--- config.mk ---
export PLATFORM = sky130hd
export DESIGN_NAME = uart_tx_flat
export DESIGN_NICKNAME = d
export VERILOG_FILES = /design/src/rtl/uart_pkg.sv /design/src/rtl/uart_tx_if.sv /design/src/rtl/uart_tx_baud_counter.sv /design/src/rtl/uart_tx.sv /design/src/flat_wrapper.sv
export SDC_FILE = /design/constraint.sdc
export NUM_CORES = 1
export LEC_CHECK = 0
export CAP_MARGIN = 20
export CORE_MARGIN = 2
export CORE_UTILIZATION = 40
export CTS_BUF_LIST = sky130_fd_sc_hd__clkbuf_8
export DETAILED_ROUTE_END_ITERATION = 12
export GPL_TIMING_DRIVEN = 0
export SETUP_SLACK_MARGIN = 0.4
export SLEW_MARGIN = 20
export SYNTH_ARGS = -nofsm -noshare
export SYNTH_HDL_FRONTEND = slang
export SYNTH_SLANG_ARGS = --single-unit
--- constraint.sdc ---
create_clock -name clk_in -period 1.8 [get_ports clk_in]
set_input_delay 0.18 -clock clk_in [delete_from_list [all_inputs] [get_ports clk_in]]
set_output_delay 0.18 -clock clk_in [all_outputs]
set_load 0.005 [all_outputs]
--- src/rtl/uart_pkg.sv ---
// Shared definitions for the 8N1 UART transmitter: data width, default bit
// timing and the frame state encoding.
package uart_pkg;

    localparam int DATA_W           = 8;
    localparam int BIT_IDX_W        = 3;
    localparam int CLKS_PER_BIT_DEF = 868;

    typedef enum logic [1:0] {
        IDLE  = 2'd0,
        START = 2'd1,
        DATA  = 2'd2,
        STOP  = 2'd3
    } state_t;

    function automatic logic is_last_bit(input logic [BIT_IDX_W-1:0] idx);
        return (idx == 3'd7);
    endfunction

endpackage

--- src/rtl/uart_tx_if.sv ---
// Byte handshake between a requester (master) and the UART transmitter (slave).
interface uart_tx_if;
    import uart_pkg::*;

    logic [DATA_W-1:0] data_in;
    logic              valid_in;
    logic              ready_out;

    modport master (output data_in, output valid_in, input ready_out);
    modport slave  (input data_in, input valid_in, output ready_out);
endinterface

--- src/rtl/uart_tx_baud_counter.sv ---
// Bit-period timer: counts 0..CLKS_PER_BIT-1 and flags the terminal count
// with a one-cycle tick; held at zero while clear_in is high.
module baud_counter
    import uart_pkg::*;
#(
    parameter int CLKS_PER_BIT = CLKS_PER_BIT_DEF
) (
    input  logic clk_in,
    input  logic resetn_in,
    input  logic clear_in,
    output logic tick_out
);

    localparam int              CNT_W = (CLKS_PER_BIT > 1) ? $clog2(CLKS_PER_BIT) : 1;
    localparam logic [CNT_W-1:0] TERM = CNT_W'(CLKS_PER_BIT - 1);

    logic [CNT_W-1:0] r_count;
    logic [CNT_W-1:0] w_count_nxt;

    // Next count: clear, wrap at terminal count, or increment.
    always_comb begin
        w_count_nxt = r_count;
        if (clear_in) begin
            w_count_nxt = {CNT_W{1'b0}};
        end else if (r_count == TERM) begin
            w_count_nxt = {CNT_W{1'b0}};
        end else begin
            w_count_nxt = r_count + CNT_W'(1);
        end
    end

    // Count register.
    always_ff @(posedge clk_in or negedge resetn_in) begin
        if (!resetn_in) begin
            r_count <= {CNT_W{1'b0}};
        end else begin
            r_count <= w_count_nxt;
        end
    end

    assign tick_out = (r_count == TERM) && !clear_in;

endmodule

--- src/rtl/uart_tx.sv ---
// 8N1 UART transmitter: accepts a byte over a valid/ready handshake and
// shifts it out LSB first with start and stop bits on a registered line.
module uart_tx
    import uart_pkg::*;
#(
    parameter int CLKS_PER_BIT = CLKS_PER_BIT_DEF
) (
    input  logic     clk_in,
    input  logic     resetn_in,
    uart_tx_if.slave bus,
    output logic     tx_out,
    output logic     busy_out,
    output logic     done_out
);

    state_t                r_state;
    state_t                w_state_nxt;
    logic [DATA_W-1:0]     r_shift;
    logic [DATA_W-1:0]     w_shift_nxt;
    logic [BIT_IDX_W-1:0]  r_bit_idx;
    logic [BIT_IDX_W-1:0]  w_bit_idx_nxt;
    logic                  r_tx;
    logic                  w_tx_nxt;
    logic                  r_done;
    logic                  w_done_nxt;
    logic                  w_tick;
    logic                  w_ready;
    logic                  w_accept;

    assign w_ready  = (r_state == IDLE);
    assign w_accept = w_ready && bus.valid_in;

    // The timer idles at zero, so the start bit's first period begins on the accepting edge.
    baud_counter #(
        .CLKS_PER_BIT (CLKS_PER_BIT)
    ) u_baud (
        .clk_in    (clk_in),
        .resetn_in (resetn_in),
        .clear_in  (w_ready),
        .tick_out  (w_tick)
    );

    // Next-state and next-output decode of the frame sequencer.
    always_comb begin
        w_state_nxt   = r_state;
        w_shift_nxt   = r_shift;
        w_bit_idx_nxt = r_bit_idx;
        w_tx_nxt      = r_tx;
        w_done_nxt    = 1'b0;
        case (r_state)
            IDLE: begin
                if (w_accept) begin
                    w_state_nxt   = START;
                    w_shift_nxt   = bus.data_in;
                    w_bit_idx_nxt = 3'd0;
                    w_tx_nxt      = 1'b0;
                end else begin
                    w_tx_nxt      = 1'b1;
                end
            end
            START: begin
                if (w_tick) begin
                    w_state_nxt = DATA;
                    w_tx_nxt    = r_shift[0];
                    w_shift_nxt = {1'b0, r_shift[DATA_W-1:1]};
                end else begin
                    w_state_nxt = START;
                end
            end
            DATA: begin
                if (w_tick) begin
                    if (is_last_bit(r_bit_idx)) begin
                        w_state_nxt   = STOP;
                        w_tx_nxt      = 1'b1;
                        w_bit_idx_nxt = 3'd0;
                    end else begin
                        w_bit_idx_nxt = r_bit_idx + 3'd1;
                        w_tx_nxt      = r_shift[0];
                        w_shift_nxt   = {1'b0, r_shift[DATA_W-1:1]};
                    end
                end else begin
                    w_state_nxt = DATA;
                end
            end
            STOP: begin
                if (w_tick) begin
                    w_state_nxt = IDLE;
                    w_done_nxt  = 1'b1;
                end else begin
                    w_state_nxt = STOP;
                end
            end
            default: begin
                w_state_nxt = IDLE;
                w_tx_nxt    = 1'b1;
            end
        endcase
    end

    // Sequencer state, shift register and registered line/done outputs.
    always_ff @(posedge clk_in or negedge resetn_in) begin
        if (!resetn_in) begin
            r_state   <= IDLE;
            r_shift   <= 8'd0;
            r_bit_idx <= 3'd0;
            r_tx      <= 1'b1;
            r_done    <= 1'b0;
        end else begin
            r_state   <= w_state_nxt;
            r_shift   <= w_shift_nxt;
            r_bit_idx <= w_bit_idx_nxt;
            r_tx      <= w_tx_nxt;
            r_done    <= w_done_nxt;
        end
    end

    assign bus.ready_out = w_ready;
    assign busy_out      = ~w_ready;
    assign tx_out        = r_tx;
    assign done_out      = r_done;

endmodule

--- src/flat_wrapper.sv ---
// flat-port wrapper written by rule: the top's interface ports become plain ports
module uart_tx_flat import uart_pkg::*;
#(
    parameter int CLKS_PER_BIT = CLKS_PER_BIT_DEF
)
  (clk_in, resetn_in, tx_out, busy_out, done_out, bus_data_in, bus_valid_in, bus_ready_out);
  uart_tx_if bus_i ();
  input  logic clk_in;
  input  logic resetn_in;
  output logic tx_out;
  output logic busy_out;
  output logic done_out;
  input wire logic [$bits(bus_i.data_in)-1:0] bus_data_in;
  input wire logic [$bits(bus_i.valid_in)-1:0] bus_valid_in;
  output wire logic [$bits(bus_i.ready_out)-1:0] bus_ready_out;
  assign bus_i.data_in = bus_data_in;
  assign bus_i.valid_in = bus_valid_in;
  assign bus_ready_out = bus_i.ready_out;
  uart_tx #(.CLKS_PER_BIT(CLKS_PER_BIT)) u_core (.clk_in(clk_in), .resetn_in(resetn_in), .bus(bus_i), .tx_out(tx_out), .busy_out(busy_out), .done_out(done_out));
endmodule
==> results.tsv <==
metric	value	unit
grt_max_degree	26	
hold_viol	0	
initial_core_util	42.0	%
numCtsBuffers	3	
ant_nets	0	
worstPathArrival	1.97	ns
setup_violations	8	
area_growth	52.3	%
relSlewSlack	61.8	%
clkSinkCount	25	
seq_area_frac_synth	44.4	%
hold_slack	0.437	ns
finClkSkew	0.00626	ns
antenna_found_initial	0	
die_h	63.4	um
maxSlewViolCount	0	
critical-path-slowest-cell	dfrtp_1	
clk_pin_slew	0.09	ns
fin_crit_sh	101	%
syn_area	1410	sq um
synth_ff_type	dfrtp_1	
synth_nets	143	
critical-path-max-stage-delay	0.41	ns
die_w	63.4	um
drtIter0Drc	15	
worstMarginPinSlew	0.572	ns
grt_pass1_wl	5.23	mm
hpwl	1.84	mm
required	1.96	ns
critPathLaunchType	flip-flop	
cp_num_buf_inv	1	
hp-class	input pin to async pin	
worstSetupEndpointType	flip-flop	
drive_above_1_share	52.7	%
setup_tns	-0.0936	ns
ys_ff_latch	25	
grt_overflow	0	
via_count	1093	
synthArstFlopShare	100	%
cp_cell_sequence	ha_2 > ha_4 > a211o_1 > a21oi_4 > buf_12 > mux2_4	
crit_type	flip-flop to flip-flop	
grt_pass1_vias	1126	
max-clock-path-buffers	2	
gp_congestion	0.790	
yosys_warnings	0	
io_pins	15	
antenna_cells	0	
drtPass1Iterations	4	
nets	185	
syn_inst	124	
fin_crit	1.81	ns
rows	21	
dieArea	4020	sq um
coreArea	3360	sq um
critPathTopFamily	compound AO/OA/AOI/OAI gates	
path_max_fanout	8	
violations	setup timing	
vdd_drop_max	503	uV
powerDensity	446	nW/um^2
clk-insertion-delay-late	0.27	ns
ys_types	38	
syn_avg_cell_area	11.4	sq um
status	finished, violations left	
cts_root_buf	clkbuf_8	
setup_slack	-0.0143	ns
fmax	551	MHz
drc	0	
cap_violations	0	
io_buffers	14	
rsz0062_at_grt	yes	
drt_wl_total	3.34	mm
htreeDepth	1	
synth_edf_count	0	
vias_per_cell	5.18	
wire_per_inst	15.8	um
track_usage	16.4	%
tritoncts	built	
p_leak	0.000907	uW
==> cell families (layout without fill, tap and decap cells) <==
group	after synthesis	count (layout)	synth area share, %
mux	23	23	17.7
xor+xnor	7	7	4.34
flops	25	25	44.4
fa+ha+maj	8	8	7.09
buf+inv	7	47	2.04
simple gates	45	46	19.5
compound gates	9	9	4.96
==> flip-flops by register name, indices dropped and copies added, names as in the netlist <==
signal                 cells
u_core.tx_out              1
u_core.r_shift             8
u_core.r_state             2
u_core.done_out            1
u_core.u_baud.r_count     10
u_core.r_bit_idx           3
==> synthesized netlist by cell type (3+ instances only) <==
master,count,area share (%)
mux2_2,13,10
inv_1,3,0.80
dfrtp_1,24,43
nand2_1,9,2.4
mux2_1,3,2.4
ha_1,8,7.1
xor2_1,5,3.1
nand3_1,4,1.4
mux2i_1,7,5.0
nor2_1,11,2.9
==> per-layer routing <==
metal | wire [um] | up-vias | part of all wire, % | track usage (%)
met4 | 42 | 0 | 1.3 | 3.26
met5 | 0 | - | 0 | 0
li1 | - | 522 | - | -
met3 | 93 | 4 | 2.8 | 2.86
met2 | 1760 | 16 | 53 | 29.9
met1 | 1440 | 551 | 43 | 20.3
==> power by group <==
group | internal [uW] | switching [uW]
Sequential | 570 | 4.97
Combinational | 37.0 | 18.9
Clock | 153 | 176
Total | 760 | 200
==> repair_timing <==
action / 4_1_cts / 5_1_grt
pin swaps: 8 / 21
resized for setup: 35 / 36
endpoints found under the setup margin: 26 / 27
setup buffers: 13 / 8
endpoints found under the hold margin: 24 / 0
hold buffers: 1 / 0
cloned: 1 / 0
==> area by class of cell <==
type	instances	area [sq um]
plain buffers	4	33.8
clock buffers	3	41.3
clock inverters	1	3.75
fillers	291	1210
inverters	3	17.5
multi-input cells	93	1010
flip-flops and latches	25	629
well taps	46	57.6
repair buffers	36	355
==> cell usage in the layout, fill, tap and decap left out, drive strengths merged, types with 2 or more instances in the layout <==
master	n
clkdlybuf4s50	10
clkbuf	4
nor3b	3
a21oi	2
or2	3
nand4	3
and3	2
o21ai	2
and4	2
xor2	5
mux2	16
nor2	11
mux2i	7
nand2	10
dfrtp	24
ha	8
buf	27
inv	3
nand3	4
nor2b	2
xnor2	2
==> worst paths after layout <==
path,slack (ns),endpoint,start,depth (start not counted)
max,-0.01,u_core.r_shift[6]$_DFFE_PN0P_,u_core.r_bit_idx[1]$_DFFE_PN0P_,6
min,0.44,u_core.r_shift[4]$_DFFE_PN0P_,resetn_in,2
max reg2reg,-0.01,u_core.r_shift[6]$_DFFE_PN0P_,u_core.r_bit_idx[1]$_DFFE_PN0P_,6
min reg2reg,0.52,u_core.r_shift[4]$_DFFE_PN0P_,u_core.r_shift[4]$_DFFE_PN0P_,1
max in group asynchronous,0.95,u_core.r_state[1]$_DFFE_PN0P_,resetn_in,2
min in group clk_in,0.52,u_core.r_shift[4]$_DFFE_PN0P_,u_core.r_shift[4]$_DFFE_PN0P_,1
==> stage by stage <==
stage / area (sq um) / instances / util (%) / setup slack, ns / power [uW]
global placement: 1650 / 184 / 49.1 / -0.130 / 634
global route: 2150 / 211 / 64.0 / -0.0807 / 1010
finish: 2150 / 211 / 64.0 / -0.0143 / 959
detailed placement: 1650 / 184 / 49.0 / -0.150 / 634
CTS: 1940 / 203 / 57.7 / -0.00550 / 959
floorplan: 1460 / 124 / - / 0.0188 / 600
==> worst reg2reg max path: stages, from the launching register on <==
cell	delay [ns]
dfrtp_1	0.41
ha_2	0.20
ha_4	0.16
a211o_1	0.33
a21oi_4	0.15
buf_12	0.15
mux2_4	0.30
Power figures use the tool's default switching activity.
